[config.mk]
export PLATFORM = sky130hd
export DESIGN_NAME = bin2bcd_seq
export DESIGN_NICKNAME = d
export VERILOG_FILES = /design/src/rtl/bin2bcd_seq_pkg.sv /design/src/rtl/bcd_digit_adj.sv /design/src/rtl/bin2bcd_seq.sv
export SDC_FILE = /design/constraint.sdc
export NUM_CORES = 1
export LEC_CHECK = 0
export CAP_MARGIN = 20
export CORE_MARGIN = 3
export CORE_UTILIZATION = 40
export DETAILED_ROUTE_END_ITERATION = 12
export DONT_BUFFER_PORTS = 1
export PLACE_DENSITY_LB_ADDON = 0.25
export REMOVE_ABC_BUFFERS = 1
export SYNTH_ARGS = -nofsm -noshare
export SYNTH_HDL_FRONTEND = slang
export SYNTH_HIERARCHICAL = 1
export SYNTH_SLANG_ARGS = --single-unit
[constraint.sdc]
create_clock -name clk -period 3 [get_ports clk]
set_input_delay 0.6 -clock clk [delete_from_list [all_inputs] [get_ports clk]]
set_output_delay 0.6 -clock clk [all_outputs]
set_load 0.02 [all_outputs]
[src/rtl/bin2bcd_seq_pkg.sv]
// Shared constants, state encoding and decimal-limit helper for the
// sequential binary-to-BCD converter.
package bin2bcd_seq_pkg;

    localparam int unsigned BCD_DIGIT_W    = 4;
    localparam int unsigned BCD_ADJ_THRESH = 5;
    localparam int unsigned BCD_ADJ_ADD    = 3;

    typedef enum logic {
        StIdle  = 1'b0,
        StShift = 1'b1
    } state_e;

    // Largest value representable in `digits` decimal digits (10^digits - 1).
    function automatic logic [63:0] bcd_max(input int unsigned digits);
        logic [63:0] v;
        v = 64'd1;
        for (int unsigned i = 0; i < digits; i++) begin
            v = v * 64'd10;
        end
        return v - 64'd1;
    endfunction

endpackage

[src/rtl/bcd_digit_adj.sv]
// One double-dabble correction cell: adds 3 to a BCD digit that is 5 or more,
// so the following left shift carries correctly into the next digit.
module bcd_digit_adj
    import bin2bcd_seq_pkg::*;
(
    input  logic [BCD_DIGIT_W-1:0] digit_i,
    output logic [BCD_DIGIT_W-1:0] digit_o
);

    localparam logic [BCD_DIGIT_W-1:0] Thresh = BCD_DIGIT_W'(BCD_ADJ_THRESH);
    localparam logic [BCD_DIGIT_W-1:0] AddVal = BCD_DIGIT_W'(BCD_ADJ_ADD);

    // 4-bit wrap is intentional: no carry leaves the digit.
    assign digit_o = (digit_i >= Thresh) ? digit_i + AddVal : digit_i;

endmodule

[src/rtl/bin2bcd_seq.sv]
// Iterative shift-add-3 converter: one correction+shift step per clock,
// result saturates to all nines when the operand exceeds DIGITS decimal digits.
module bin2bcd_seq
    import bin2bcd_seq_pkg::*;
#(
    parameter int unsigned IN_WIDTH = 27,
    parameter int unsigned DIGITS   = 8
) (
    input  logic                          clk,
    input  logic                          rst_i,
    input  logic                          start_i,
    input  logic [IN_WIDTH-1:0]           bin_i,
    output logic                          busy_o,
    output logic                          valid_o,
    output logic [BCD_DIGIT_W*DIGITS-1:0] bcd_o,
    output logic                          ovf_o
);

    localparam int unsigned BcdW  = BCD_DIGIT_W * DIGITS;
    localparam int unsigned CntW  = (IN_WIDTH > 1) ? $clog2(IN_WIDTH) : 1;
    localparam int unsigned ShW   = BcdW + IN_WIDTH;
    localparam logic [63:0] Limit = bcd_max(DIGITS);
    localparam logic [BcdW-1:0] AllNines = {DIGITS{4'd9}};

    state_e              state_q, state_d;
    logic [IN_WIDTH-1:0] bin_q, bin_d;
    logic [BcdW-1:0]     acc_q, acc_d;
    logic [CntW-1:0]     cnt_q, cnt_d;
    logic                flag_q, flag_d;
    logic [BcdW-1:0]     bcd_q, bcd_d;
    logic                ovf_q, ovf_d;
    logic                valid_q, valid_d;

    logic [BcdW-1:0]     acc_adj;
    logic [ShW-1:0]      shift_vec;

    for (genvar g = 0; g < DIGITS; g++) begin : g_adj
        bcd_digit_adj u_adj (
            .digit_i (acc_q[g*BCD_DIGIT_W +: BCD_DIGIT_W]),
            .digit_o (acc_adj[g*BCD_DIGIT_W +: BCD_DIGIT_W])
        );
    end

    // Bits pushed past the top digit fall off; only reachable on overflow.
    assign shift_vec = {acc_adj, bin_q} << 1;

    always_comb begin
        state_d = state_q;
        bin_d   = bin_q;
        acc_d   = acc_q;
        cnt_d   = cnt_q;
        flag_d  = flag_q;
        bcd_d   = bcd_q;
        ovf_d   = ovf_q;
        valid_d = 1'b0;

        unique case (state_q)
            StIdle: begin
                if (start_i) begin
                    bin_d   = bin_i;
                    acc_d   = '0;
                    cnt_d   = CntW'(IN_WIDTH - 1);
                    flag_d  = (64'(bin_i) > Limit);
                    state_d = StShift;
                end
            end
            StShift: begin
                {acc_d, bin_d} = shift_vec;
                cnt_d          = cnt_q - 1'b1;
                if (cnt_q == '0) begin
                    bcd_d   = flag_q ? AllNines : shift_vec[ShW-1 -: BcdW];
                    ovf_d   = flag_q;
                    valid_d = 1'b1;
                    cnt_d   = '0;
                    state_d = StIdle;
                end
            end
            default: state_d = StIdle;
        endcase
    end

    always_ff @(posedge clk or posedge rst_i) begin
        if (rst_i) begin
            state_q <= StIdle;
            bin_q   <= '0;
            acc_q   <= '0;
            cnt_q   <= '0;
            flag_q  <= 1'b0;
            bcd_q   <= '0;
            ovf_q   <= 1'b0;
            valid_q <= 1'b0;
        end else begin
            state_q <= state_d;
            bin_q   <= bin_d;
            acc_q   <= acc_d;
            cnt_q   <= cnt_d;
            flag_q  <= flag_d;
            bcd_q   <= bcd_d;
            ovf_q   <= ovf_d;
            valid_q <= valid_d;
        end
    end

    assign busy_o  = (state_q == StShift);
    assign valid_o = valid_q;
    assign bcd_o   = bcd_q;
    assign ovf_o   = ovf_q;

endmodule
Yosys cells after proc, flatten, opt, wreduce, memory -nomap -nowiden
Cells that the tools add are included.
- word-level logic and storage cells: 52
- RAM bits: 0
- bits in registers: 100
- memory bits (read-only): 0
- output and inout port bits: 35
- input bits: 30
- memories: 0
- latch bits: 0
- mux-type cells: 21
- magnitude comparators: 9
- div/mod/pow operators: 0
- $add $sub $neg: 9
- equality and inequality tests: 1
- bitwise logic cells: 1
- $mul: 0
- shift-type cells: 0
- reduce and logical (&&, ||, !) cells: 3
- operator list (cell ; count):
    $mux W32 ; 2
    $pmux W32 S2 ; 1
    $pmux W27 S2 ; 1
    $ge A4 B3 Y1 const B ; 8
    $add A4 B2 Y4 const B ; 7
    $mux W4 ; 7
    $gt A27 B27 Y1 const B ; 1
    $mux W27 ; 1
    $mux W5 ; 2
    $pmux W5 S2 ; 1
    $logic_not A5 Y1 ; 1
    $sub A5 B1 Y5 const B ; 1
    $mux W1 ; 4
    $reduce_and A2 Y1 ; 2
    $add A3 B2 Y3 const B ; 1
    $mux W3 ; 1
    $ne A2 B2 Y1 const B ; 1
    $pmux W1 S2 ; 1
    $not A1 Y1 ; 1

Depth between registers and ports, before layout
- word-level depth: 3
- gate-level depth with buffers: 8
- mapped depth without buffers: 7

Cells and area by module
Netlist, hierarchy kept.
- by module, submodules not included (module ; cells each ; sequential area each (sq um) ; area each (sq um) ; instances):
    bin2bcd_seq ; 359 ; 2502.4 ; 4171.5 ; 1
    bcd_digit_adj ; 16 ; 0.0 ; 101.3 ; 8

Least setup slack after synthesis
Ideal clock, no wire load.
- path kind: reg2reg
- start: reg cnt_q[0]
- end: reg bcd_q[10] (netlist: bcd_o[10])
- library setup time: 0.127 ns
- buffers on the path: 2
- clock period less this slack: 1.653 ns
- data required time: 2.873 ns
- arrival time: 1.525 ns
- slack: 1.347 ns
- cell stages (with the launch flop): 8
- path through: dfrtp_1 -> inv_1 -> ha_1 -> nor4b_2 -> and2_1 -> buf_4 -> buf_6 -> mux2_1
- longest elaborated chain between the ends: 2
- ends and longest elaborated chain (element ; line ; source):
    from (decl) ; bin2bcd_seq.sv:28 ; logic [CntW-1:0] cnt_q, cnt_d;
    from (signal assigned) ; bin2bcd_seq.sv:96 ; cnt_q <= cnt_d;
    $logic_not A5 Y1 ; bin2bcd_seq.sv:70 ; if (cnt_q == '0) begin
    $reduce_and A2 Y1 (no source line) ; n/a ;
    to (signal assigned) ; bin2bcd_seq.sv:89 ; bcd_q <= '0;
    to (signal assigned) ; bin2bcd_seq.sv:98 ; bcd_q <= bcd_d;
    to (decl) ; bin2bcd_seq.sv:30 ; logic [BcdW-1:0] bcd_q, bcd_d;
Every way passes these cells.
A chain may end at the register's enable or synchronous reset.

Worst setup path in the final report
- start: reg state_q (netlist: busy_o)
- end: out busy_o
- RTL lines (element ; line ; source):
    from (decl) ; bin2bcd_seq.sv:25 ; state_e state_q, state_d;
    from (signal assigned) ; bin2bcd_seq.sv:84 ; state_q <= StIdle;
    from (signal assigned) ; bin2bcd_seq.sv:93 ; state_q <= state_d;
    to (decl) ; bin2bcd_seq.sv:13 ; output logic busy_o,
No word-level cell between the ends.

==> impl_metrics.json <==
{
  "filler_cells_inserted": 1164,
  "r2r-start": "busy_o$_DFF_PP0_",
  "area_growth_syn_to_layout_pct": 8.93,
  "critPathCaptureType": "primary output",
  "grt_usage_pct": 14.7,
  "route.detailed.drc": 0,
  "clk-insertion-delay-late_ns": 0.33,
  "max_slew.worst_pin.slew_ns": 0.898,
  "first_global_vias": 3415,
  "rrSetupSlack_ns": 0.92,
  "dp.final_hpwl_um": 6260,
  "setup-tns-final_ns": 0,
  "number_of_h_tree_levels": 3,
  "multi_input_area_um2": 2250,
  "timing.reg2reg.worst_path_depth": 3,
  "grt-ovfl-total": 0,
  "required_ns": 2.40,
  "timing.hold.worst.class": "in2async",
  "achievable-frequency_ghz": 0.425,
  "post_dp_cell_area_um2": 5120,
  "critical_path_peak_fanout": 59,
  "synthesis.area_um2": 4960,
  "criticalPathCategory": "reg2out",
  "core-area_um2": 12100,
  "top_layer": "met4",
  "power_density_nw_per_um2": 1200,
  "grt_max_degree": 73,
  "drive_gt1_share_pct": 8.37,
  "holdBufCountCts": 0,
  "io-pin-count": 65,
  "crit_arrival_ns": 1.75,
  "total_power_uw": 6480,
  "clkTransAtPathRegs_ns": 0.06,
  "syn_area_per_cell_um2": 10.3,
  "met3_length_um": 647,
  "grt_setup_unrepaired": "false",
  "dp_cells": 630,
  "regArea_um2": 2510,
  "run_status": "finished, final reports clean",
  "worstPathBufferInverterCount": 1,
  "critical_path.startpoint": "busy_o$_DFF_PP0_",
  "cts_root_buf": "sky130_fd_sc_hd__clkbuf_16",
  "finalNonFillerCells": 646,
  "timing.final.crit_period_ns": 2.35,
  "number_of_resized_instances_in_the_post_cts_repair_step": 0,
  "place.gp.congestion": 0.702,
  "maxCapViolCount": 0,
  "ant_nets": 0,
  "io_buffer_count": 0,
  "cts-root-to-sink-buffers": 2,
  "post-route-period-util_pct": 78.5,
  "num_rows": 40,
  "die_x_um": 117,
  "floorplan.die_area_um2": 13800,
  "timing.clock.skew_ns": 0.00474,
  "timing.final.ws_setup_ns": 0.645,
  "tritoncts_clock_tree": "yes",
  "cts_post_setup_buffers_inserted": 0,
  "cpMaxStageDelayCell": "sky130_fd_sc_hd__dfrtp_4",
  "average_wire_per_standard_cell_um": 14.9,
  "critical_path_cell_sequence": "buf_4",
  "final_design_area_no_fill_um2": 5410,
  "maxSlewHeadroom_pct": 40.1,
  "initial_utilization_pct": 41.1,
  "critical_path_cell_count": 1,
  "critical_path.max_stage_delay_ns": 0.87,
  "wl_um": 9630,
  "antenna_found_initial": 0,
  "dieHeight_um": 117,
  "timing.final.setup_violations": 0,
  "final_max_slew_viol_count": 0,
  "drt-initial-drc-count": 214,
  "diodes": 0,
  "layout.nets": 520,
  "ys_warn_count": 6,
  "cp_top_family": "flip-flops",
  "cts_buffers": 9,
  "finalHoldViolations": 0,
  "worst_ir_drop_vdd_uv": 405,
  "cts_num_sinks": 100,
  "rr_endpoint": "bcd_o[29]$_DFFE_PP0P_",
  "leakage_uw": 0.00248,
  "netlist_instances": 483,
  "via_per_inst": 5.13,
  "first_pass_grt_wire_length_um": 16800,
  "detail_route.first_pass.iterations": 4,
  "met2_length_um": 4400,
  "worstSetupStartpointType": "register",
  "routedLengthMet1_um": 4520,
  "detailedPlace.worstSlack_ns": 0.942,
  "dr_total_vias": 3317
}
## cell usage in the layout, fill, tap and decap left out, drive strengths merged
cell type	instances
nor2b	18
o21ai	45
a211oi	1
a22o	31
nor2	29
o221a	1
clkinv	3
nor4b	1
nand2	61
ha	17
and2	1
o31ai	1
nand4	1
clkbuf	11
buf	7
nand3b	1
clkinvlp	1
nor4	1
nand3	1
mux2i	35
dfrtp	100
o211ai	1
nand2b	18
or4b	1
a21oi	43
nand4b	1
xnor2	8
o31a	1
mux2	17
bufinv	1
inv	20
## layout make-up
cell class	instances	area share [%]
clock buffer	11	4.31
clock inverter	5	0.972
inverter	20	1.44
multi-input combinational	335	41.6
sequential	100	46.4
tap	168	3.89
timing repair buffer	7	1.44
## layer usage
metal / global-route usage [%] / vias to the layer above
met4: 3.74 / 0
met2: 22.9 / 68
met1: 19.5 / 1601
met5: 0 / -
li1: - / 1642
met3: 5.40 / 6
## power by group
group,internal (µW),total [µW],switching [µW]
clock,643,1120,475
combinational,1270,2490,1230
sequential,1970,2860,897
## sequential cells by signal (all words and copies together), names as in the netlist
register	count
acc_q	32
bcd_o	32
bin_q	27
busy_o	1
cnt_q	5
flag_q	1
ovf_o	1
valid_o	1
## stage by stage
step                      hold WS (ns)  util (%)
after floorplan                  0.449         -
after global placement           0.466      42.4
after detailed placement         0.466      42.4
after CTS                        0.363      44.8
after global routing             0.383      44.8
final                            0.334      44.8
## worst max-delay path by stage
stage | to
global placement | bcd_o[22]$_DFFE_PP0P_
finish | busy_o
floorplan | ovf_o$_DFFE_PP0P_
CTS | busy_o
detailed placement | ovf_o$_DFFE_PP0P_
global route | busy_o
Note: power is estimated with default switching activity, not from simulation.
